<file path="config.mk">
export PLATFORM = sky130hd
export DESIGN_NAME = perm_inverse_stream
export DESIGN_NICKNAME = d
export VERILOG_FILES = /design/src/rtl/perm_inverse_stream.sv
export SDC_FILE = /design/constraint.sdc
export NUM_CORES = 1
export LEC_CHECK = 0
export CAP_MARGIN = 20
export CORE_MARGIN = 10
export CORE_UTILIZATION = 62
export DETAILED_ROUTE_END_ITERATION = 8
export PLACE_DENSITY = 0.8
export SYNTH_ARGS = -nofsm -noshare
export SYNTH_HDL_FRONTEND = slang
export SYNTH_SLANG_ARGS = --single-unit
</file>
<file path="constraint.sdc">
create_clock -name clk -period 4 [get_ports clk]
set_input_delay 0.8 -clock clk [delete_from_list [all_inputs] [get_ports clk]]
set_output_delay 0.8 -clock clk [all_outputs]
set_load 0.01 [all_outputs]
</file>
<file path="src/rtl/perm_inverse_stream.sv">
// perm_inverse_stream
// Collects one permutation frame (entry i = destination of source i), then
// streams the inverse permutation in destination order (beat j = source that
// feeds destination j). Frames with a repeated destination are flagged on
// every output beat through out_err.
module perm_inverse_stream #(
    parameter int N = 8,
    parameter int W = 3
) (
    input  logic         clk,
    input  logic         rst_n,
    input  logic         in_valid,
    output logic         in_ready,
    input  logic [W-1:0] in_data,
    output logic         out_valid,
    input  logic         out_ready,
    output logic [W-1:0] out_data,
    output logic         out_last,
    output logic         out_err
);

    typedef enum logic {
        ST_LOAD = 1'b0,
        ST_EMIT = 1'b1
    } state_t;

    localparam logic [W-1:0] LAST_IDX = W'(N - 1);

    // Control state
    state_t         state_q,     state_d;
    logic [W-1:0]   in_idx_q,    in_idx_d;
    logic [W-1:0]   out_idx_q,   out_idx_d;
    logic [N-1:0]   seen_q,      seen_d;
    logic           dup_q,       dup_d;

    // Registered outputs
    logic           in_ready_q,  in_ready_d;
    logic           out_valid_q, out_valid_d;
    logic [W-1:0]   out_data_q,  out_data_d;
    logic           out_last_q,  out_last_d;
    logic           out_err_q,   out_err_d;

    // Inverse table; entries are only trusted where seen is set
    logic [W-1:0]   tbl_q [N];
    logic           tbl_we;
    logic [W-1:0]   tbl_waddr;
    logic [W-1:0]   tbl_wdata;

    logic           in_fire;
    logic           out_fire;
    logic [W-1:0]   nxt_out_idx;

    assign in_fire     = in_valid & in_ready_q;
    assign out_fire    = out_valid_q & out_ready;
    assign nxt_out_idx = out_idx_q + 1'b1;

    // Next-state, table write and next-output computation for both phases
    always_comb begin
        state_d     = state_q;
        in_idx_d    = in_idx_q;
        out_idx_d   = out_idx_q;
        seen_d      = seen_q;
        dup_d       = dup_q;
        in_ready_d  = in_ready_q;
        out_valid_d = out_valid_q;
        out_data_d  = out_data_q;
        out_last_d  = out_last_q;
        out_err_d   = out_err_q;
        tbl_we      = 1'b0;
        tbl_waddr   = in_data;
        tbl_wdata   = in_idx_q;

        case (state_q)
            ST_LOAD: begin
                if (in_fire) begin
                    // A repeated destination simply overwrites: the later source wins
                    tbl_we            = 1'b1;
                    seen_d[in_data]   = 1'b1;
                    in_idx_d          = in_idx_q + 1'b1;
                    if (seen_q[in_data]) begin
                        dup_d = 1'b1;
                    end
                    if (in_idx_q == LAST_IDX) begin
                        state_d     = ST_EMIT;
                        out_idx_d   = '0;
                        in_ready_d  = 1'b0;
                        out_valid_d = 1'b1;
                        out_last_d  = 1'b0;
                        out_err_d   = dup_q | seen_q[in_data];
                        // Destination 0 may be written by this very beat, so
                        // bypass the table write that lands on the same edge.
                        if (in_data == '0) begin
                            out_data_d = in_idx_q;
                        end else if (seen_q[0]) begin
                            out_data_d = tbl_q[0];
                        end else begin
                            out_data_d = '0;
                        end
                    end
                end
            end

            ST_EMIT: begin
                if (out_fire) begin
                    if (out_idx_q == LAST_IDX) begin
                        state_d     = ST_LOAD;
                        in_idx_d    = '0;
                        out_idx_d   = '0;
                        seen_d      = '0;
                        dup_d       = 1'b0;
                        in_ready_d  = 1'b1;
                        out_valid_d = 1'b0;
                        out_data_d  = '0;
                        out_last_d  = 1'b0;
                        out_err_d   = 1'b0;
                    end else begin
                        // Unhit destinations (only possible with duplicates) read as 0
                        out_idx_d  = nxt_out_idx;
                        out_last_d = (nxt_out_idx == LAST_IDX);
                        out_data_d = seen_q[nxt_out_idx] ? tbl_q[nxt_out_idx] : '0;
                    end
                end
            end

            default: begin
                state_d = ST_LOAD;
            end
        endcase
    end

    // FSM and control registers; reset drops any partial frame
    always_ff @(posedge clk or negedge rst_n) begin
        if (!rst_n) begin
            state_q     <= ST_LOAD;
            in_idx_q    <= '0;
            out_idx_q   <= '0;
            seen_q      <= '0;
            dup_q       <= 1'b0;
            in_ready_q  <= 1'b1;
            out_valid_q <= 1'b0;
            out_data_q  <= '0;
            out_last_q  <= 1'b0;
            out_err_q   <= 1'b0;
        end else begin
            state_q     <= state_d;
            in_idx_q    <= in_idx_d;
            out_idx_q   <= out_idx_d;
            seen_q      <= seen_d;
            dup_q       <= dup_d;
            in_ready_q  <= in_ready_d;
            out_valid_q <= out_valid_d;
            out_data_q  <= out_data_d;
            out_last_q  <= out_last_d;
            out_err_q   <= out_err_d;
        end
    end

    // Inverse table storage; no reset needed because seen masks stale entries
    always_ff @(posedge clk) begin
        if (tbl_we) begin
            tbl_q[tbl_waddr] <= tbl_wdata;
        end
    end

    assign in_ready  = in_ready_q;
    assign out_valid = out_valid_q;
    assign out_data  = out_data_q;
    assign out_last  = out_last_q;
    assign out_err   = out_err_q;

endmodule

</file>
==> impl_metrics.tcl <==
set metrics [dict create \
    yosys_warnings 0 \
    fin_crit_sh 0.6420 \
    numCtsBuffers 5 \
    synthDistinctLibCells 36 \
    p_switching_mw 0.1663 \
    hp-start "out_last" \
    first_global_vias 1306 \
    hold_violations 0 \
    final_max_slew_viol_count 0 \
    gr-usage-all-layers 0.1397 \
    hold_path_depth 2 \
    die_x_um 78.97 \
    drtAntennaViolNets 0 \
    syn_inst 157 \
    final_core_util 0.7079 \
    die-area_um2 6235 \
    crit_type "register to register" \
    post_drt_wl_per_cell_um 19.03 \
    cp-endpoint "out_data[2]" \
    grt_first_pass_wirelength_um 6713 \
    core_um2 3337 \
    clock-sinks 47 \
    required_ns 4.26 \
    powerDensity_nw_per_um2 343.6 \
    antenna_found_initial 0 \
    vias_per_cell 6.236 \
    ir_drop_uv 289.0 \
    critPathArrivalTime_ns 2.82 \
    setup.worst_path.start_class "register" \
    leakagePower_nw 0.9756 \
    swShare 0.2049 \
    n_fill_cell 223 \
    p_comb_frac 0.022 \
    dp_hpwl_um 3026 \
    worst_setup_path_end_kind "register" \
    grt-ovfl-total 0 \
    port_buffers 13 \
    synth_nets 169 \
    rsz0062_at_grt "false" \
    antenna_cells 0 \
    fin_nets 181 \
    maxCapViolCount 0 \
    slew_headroom 0.3283 \
    clk_pin_slew_ns 0.14 \
    syn2layout_area_growth_pct 9.577 \
    htreeDepth 2 \
    final_layout_size_suffix_gt1_frac 0.1235 \
    drtPass1Iterations 4 \
    crit_path_max_fanout 13 \
    vias 1347 \
    grt_max_degree 24 \
    finClkSkew_ns 0.01498 \
    cts_setup_buffers 0 \
    setup-violations-final 0 \
    netlist_area_um2 2156 \
    seqPwrFrac 0.622 \
    min_period_ns 2.568 \
    hold_class "register to register" \
    cts_tree "built" \
    io_pins 14 \
    yosys_register_bits 47 \
    status "completed" \
    worstMarginPinSlew_ns 1.004 \
    r2r-end "out_data[2]" \
    r2r_cells 5 \
    yosysSeqAreaShare 0.6019 \
    fmax_mhz 389.4 \
    avgSynthCellArea_um2 13.73 \
    p_clk_frac 0.356 \
    drcViolationCount 0 \
    gp_congestion 0.8343 \
    power.internal_mw 0.6454 \
    drt-initial-drc-count 92 \
    startpoint "out_idx_q[0]" \
    tns_ns 0 \
    start_util 0.6460 \
    r2r_setup_slack_ns 1.43 \
    r2r_start "out_idx_q[0]" \
    cts_root_buffer "clkbuf_4" \
    cts_resized 0 \
    clock_latency_ns 0.37 \
    die_h_um 78.97 \
    cts_hold_buf 0 \
    rows 21 \
    clock_path_buffers 2 \
    wl_um 4111 \
]
## sequential cells by signal, summed over array words and instances (netlist names)
signal and flops:
seen_q 8, out_err 1, in_idx_q 3, tbl_q 24
out_valid 1, out_last 1, out_data 3, state_q 1
dup_q 1, out_idx_q 3, in_ready 1
## metal layers
metal,vias up,share of wire,track usage
met4,0,0.018,0.05735
met5,-,0,0
met1,667,0.42,0.1828
met3,8,0.088,0.04392
li1,619,-,-
met2,53,0.47,0.2104
## worst max-delay path: stages (launching register included)
cell and delay (ns):
dfrtp_1 0.57, ha_1 0.29, ha_1 0.61, mux4_2 0.56
o21ai_0 0.28, o211ai_1 0.14
## cell families after synthesis
group / Yosys count / synth area share
simple gates: 51 / 0.1236
flops: 47 / 0.6019
compound gates: 27 / 0.08648
mux: 17 / 0.1254
buf+inv: 10 / 0.03366
fa+ha+maj: 5 / 0.02902
## cells in the mapped netlist
cell / number / area share
a31oi_1: 3 / 0.0087
or3_1: 3 / 0.0087
o21ai_0: 5 / 0.012
buf_1: 1 / 0.0017
o31ai_1: 2 / 0.0070
nand2_1: 18 / 0.031
dfstp_2: 1 / 0.012
o41ai_1: 1 / 0.0041
or3_2: 1 / 0.0035
a21oi_1: 2 / 0.0046
nor4b_1: 3 / 0.012
nor2_1: 6 / 0.010
nor2b_4: 1 / 0.0064
nor3_1: 4 / 0.0093
a221oi_1: 1 / 0.0041
nand4b_1: 1 / 0.0041
inv_1: 2 / 0.0035
and3_1: 2 / 0.0058
o21a_1: 8 / 0.028
dfrtp_1: 22 / 0.26
nor2b_1: 1 / 0.0029
mux4_2: 8 / 0.084
and2_1: 1 / 0.0029
clkbuf_1: 1 / 0.0017
and3b_1: 1 / 0.0041
o211ai_1: 3 / 0.010
nand3_1: 7 / 0.016
edfxtp_1: 24 / 0.33
buf_4: 1 / 0.0035
nand2b_1: 2 / 0.0058
buf_2: 1 / 0.0023
ha_1: 5 / 0.029
mux2i_1: 9 / 0.042
o21ai_2: 1 / 0.0041
buf_6: 4 / 0.021
a21oi_2: 1 / 0.0041
## power by group through the flow
stage | logic (mW) | clock network, mW | registers [mW]
floorplan | 0.00898 | 0 | 0.515
global placement | 0.0176 | 0 | 0.515
detailed placement | 0.0182 | 0 | 0.515
CTS | 0.0183 | 0.294 | 0.505
global route | 0.0200 | 0.314 | 0.505
finish | 0.0182 | 0.289 | 0.505
## how the worst min path moves through the flow
| stage | end | slack (ns) |
|---|---|---|
| 2_1_floorplan | out_idx_q[1] | 0.47 |
| 3_3_place_gp | out_last | 0.49 |
| 3_5_place_dp | out_idx_q[2] | 0.50 |
| 4_1_cts | out_last | 0.53 |
| 5_1_grt | out_data[0] | 0.55 |
| 6_report | out_last | 0.53 |
## cell type report
type | count | area (um^2) | share of cell area
tap | 46 | 57.56 | 0.02436
sequential | 47 | 1297 | 0.5493
inverter | 2 | 7.507 | 0.003178
clock inverter | 3 | 46.29 | 0.01960
clock buffer | 5 | 37.54 | 0.01589
timing repair buffer | 13 | 130.1 | 0.05508
multi-input combinational | 100 | 785.8 | 0.3326
## through the flow
stage	std cells	hold WS, ns	area [um^2]	power, mW	worst slack (ns)
after floorplan	157	0.4734	2156	0.5237	1.991
after global routing	216	0.5524	2362	0.8391	1.186
after CTS	216	0.5332	2362	0.8168	1.400
after global placement	208	0.4887	2278	0.5322	1.432
final	216	0.5283	2362	0.8117	1.432
after detailed placement	208	0.5016	2278	0.5328	1.351
## cells in the final DEF, fill, tap and decap left out
master	instances
a21oi_1	2
a21oi_2	1
a221oi_1	1
a31oi_1	3
and2_1	1
and3_1	2
and3b_1	1
bufinv_16	1
clkbuf_4	5
clkdlybuf4s50_1	13
clkinvlp_4	1
dfrtp_1	22
dfstp_2	1
edfxtp_1	24
ha_1	5
inv_1	2
inv_6	1
mux2i_1	9
mux4_2	8
nand2_1	18
nand2b_1	2
nand3_1	7
nand4b_1	1
nor2_1	6
nor2b_1	1
nor2b_4	1
nor3_1	4
nor4b_1	3
o211ai_1	3
o21a_1	8
o21ai_0	5
o21ai_2	1
o31ai_1	2
o41ai_1	1
or3_1	3
or3_2	1
No activity file was read; power rests on OpenSTA's default activity.
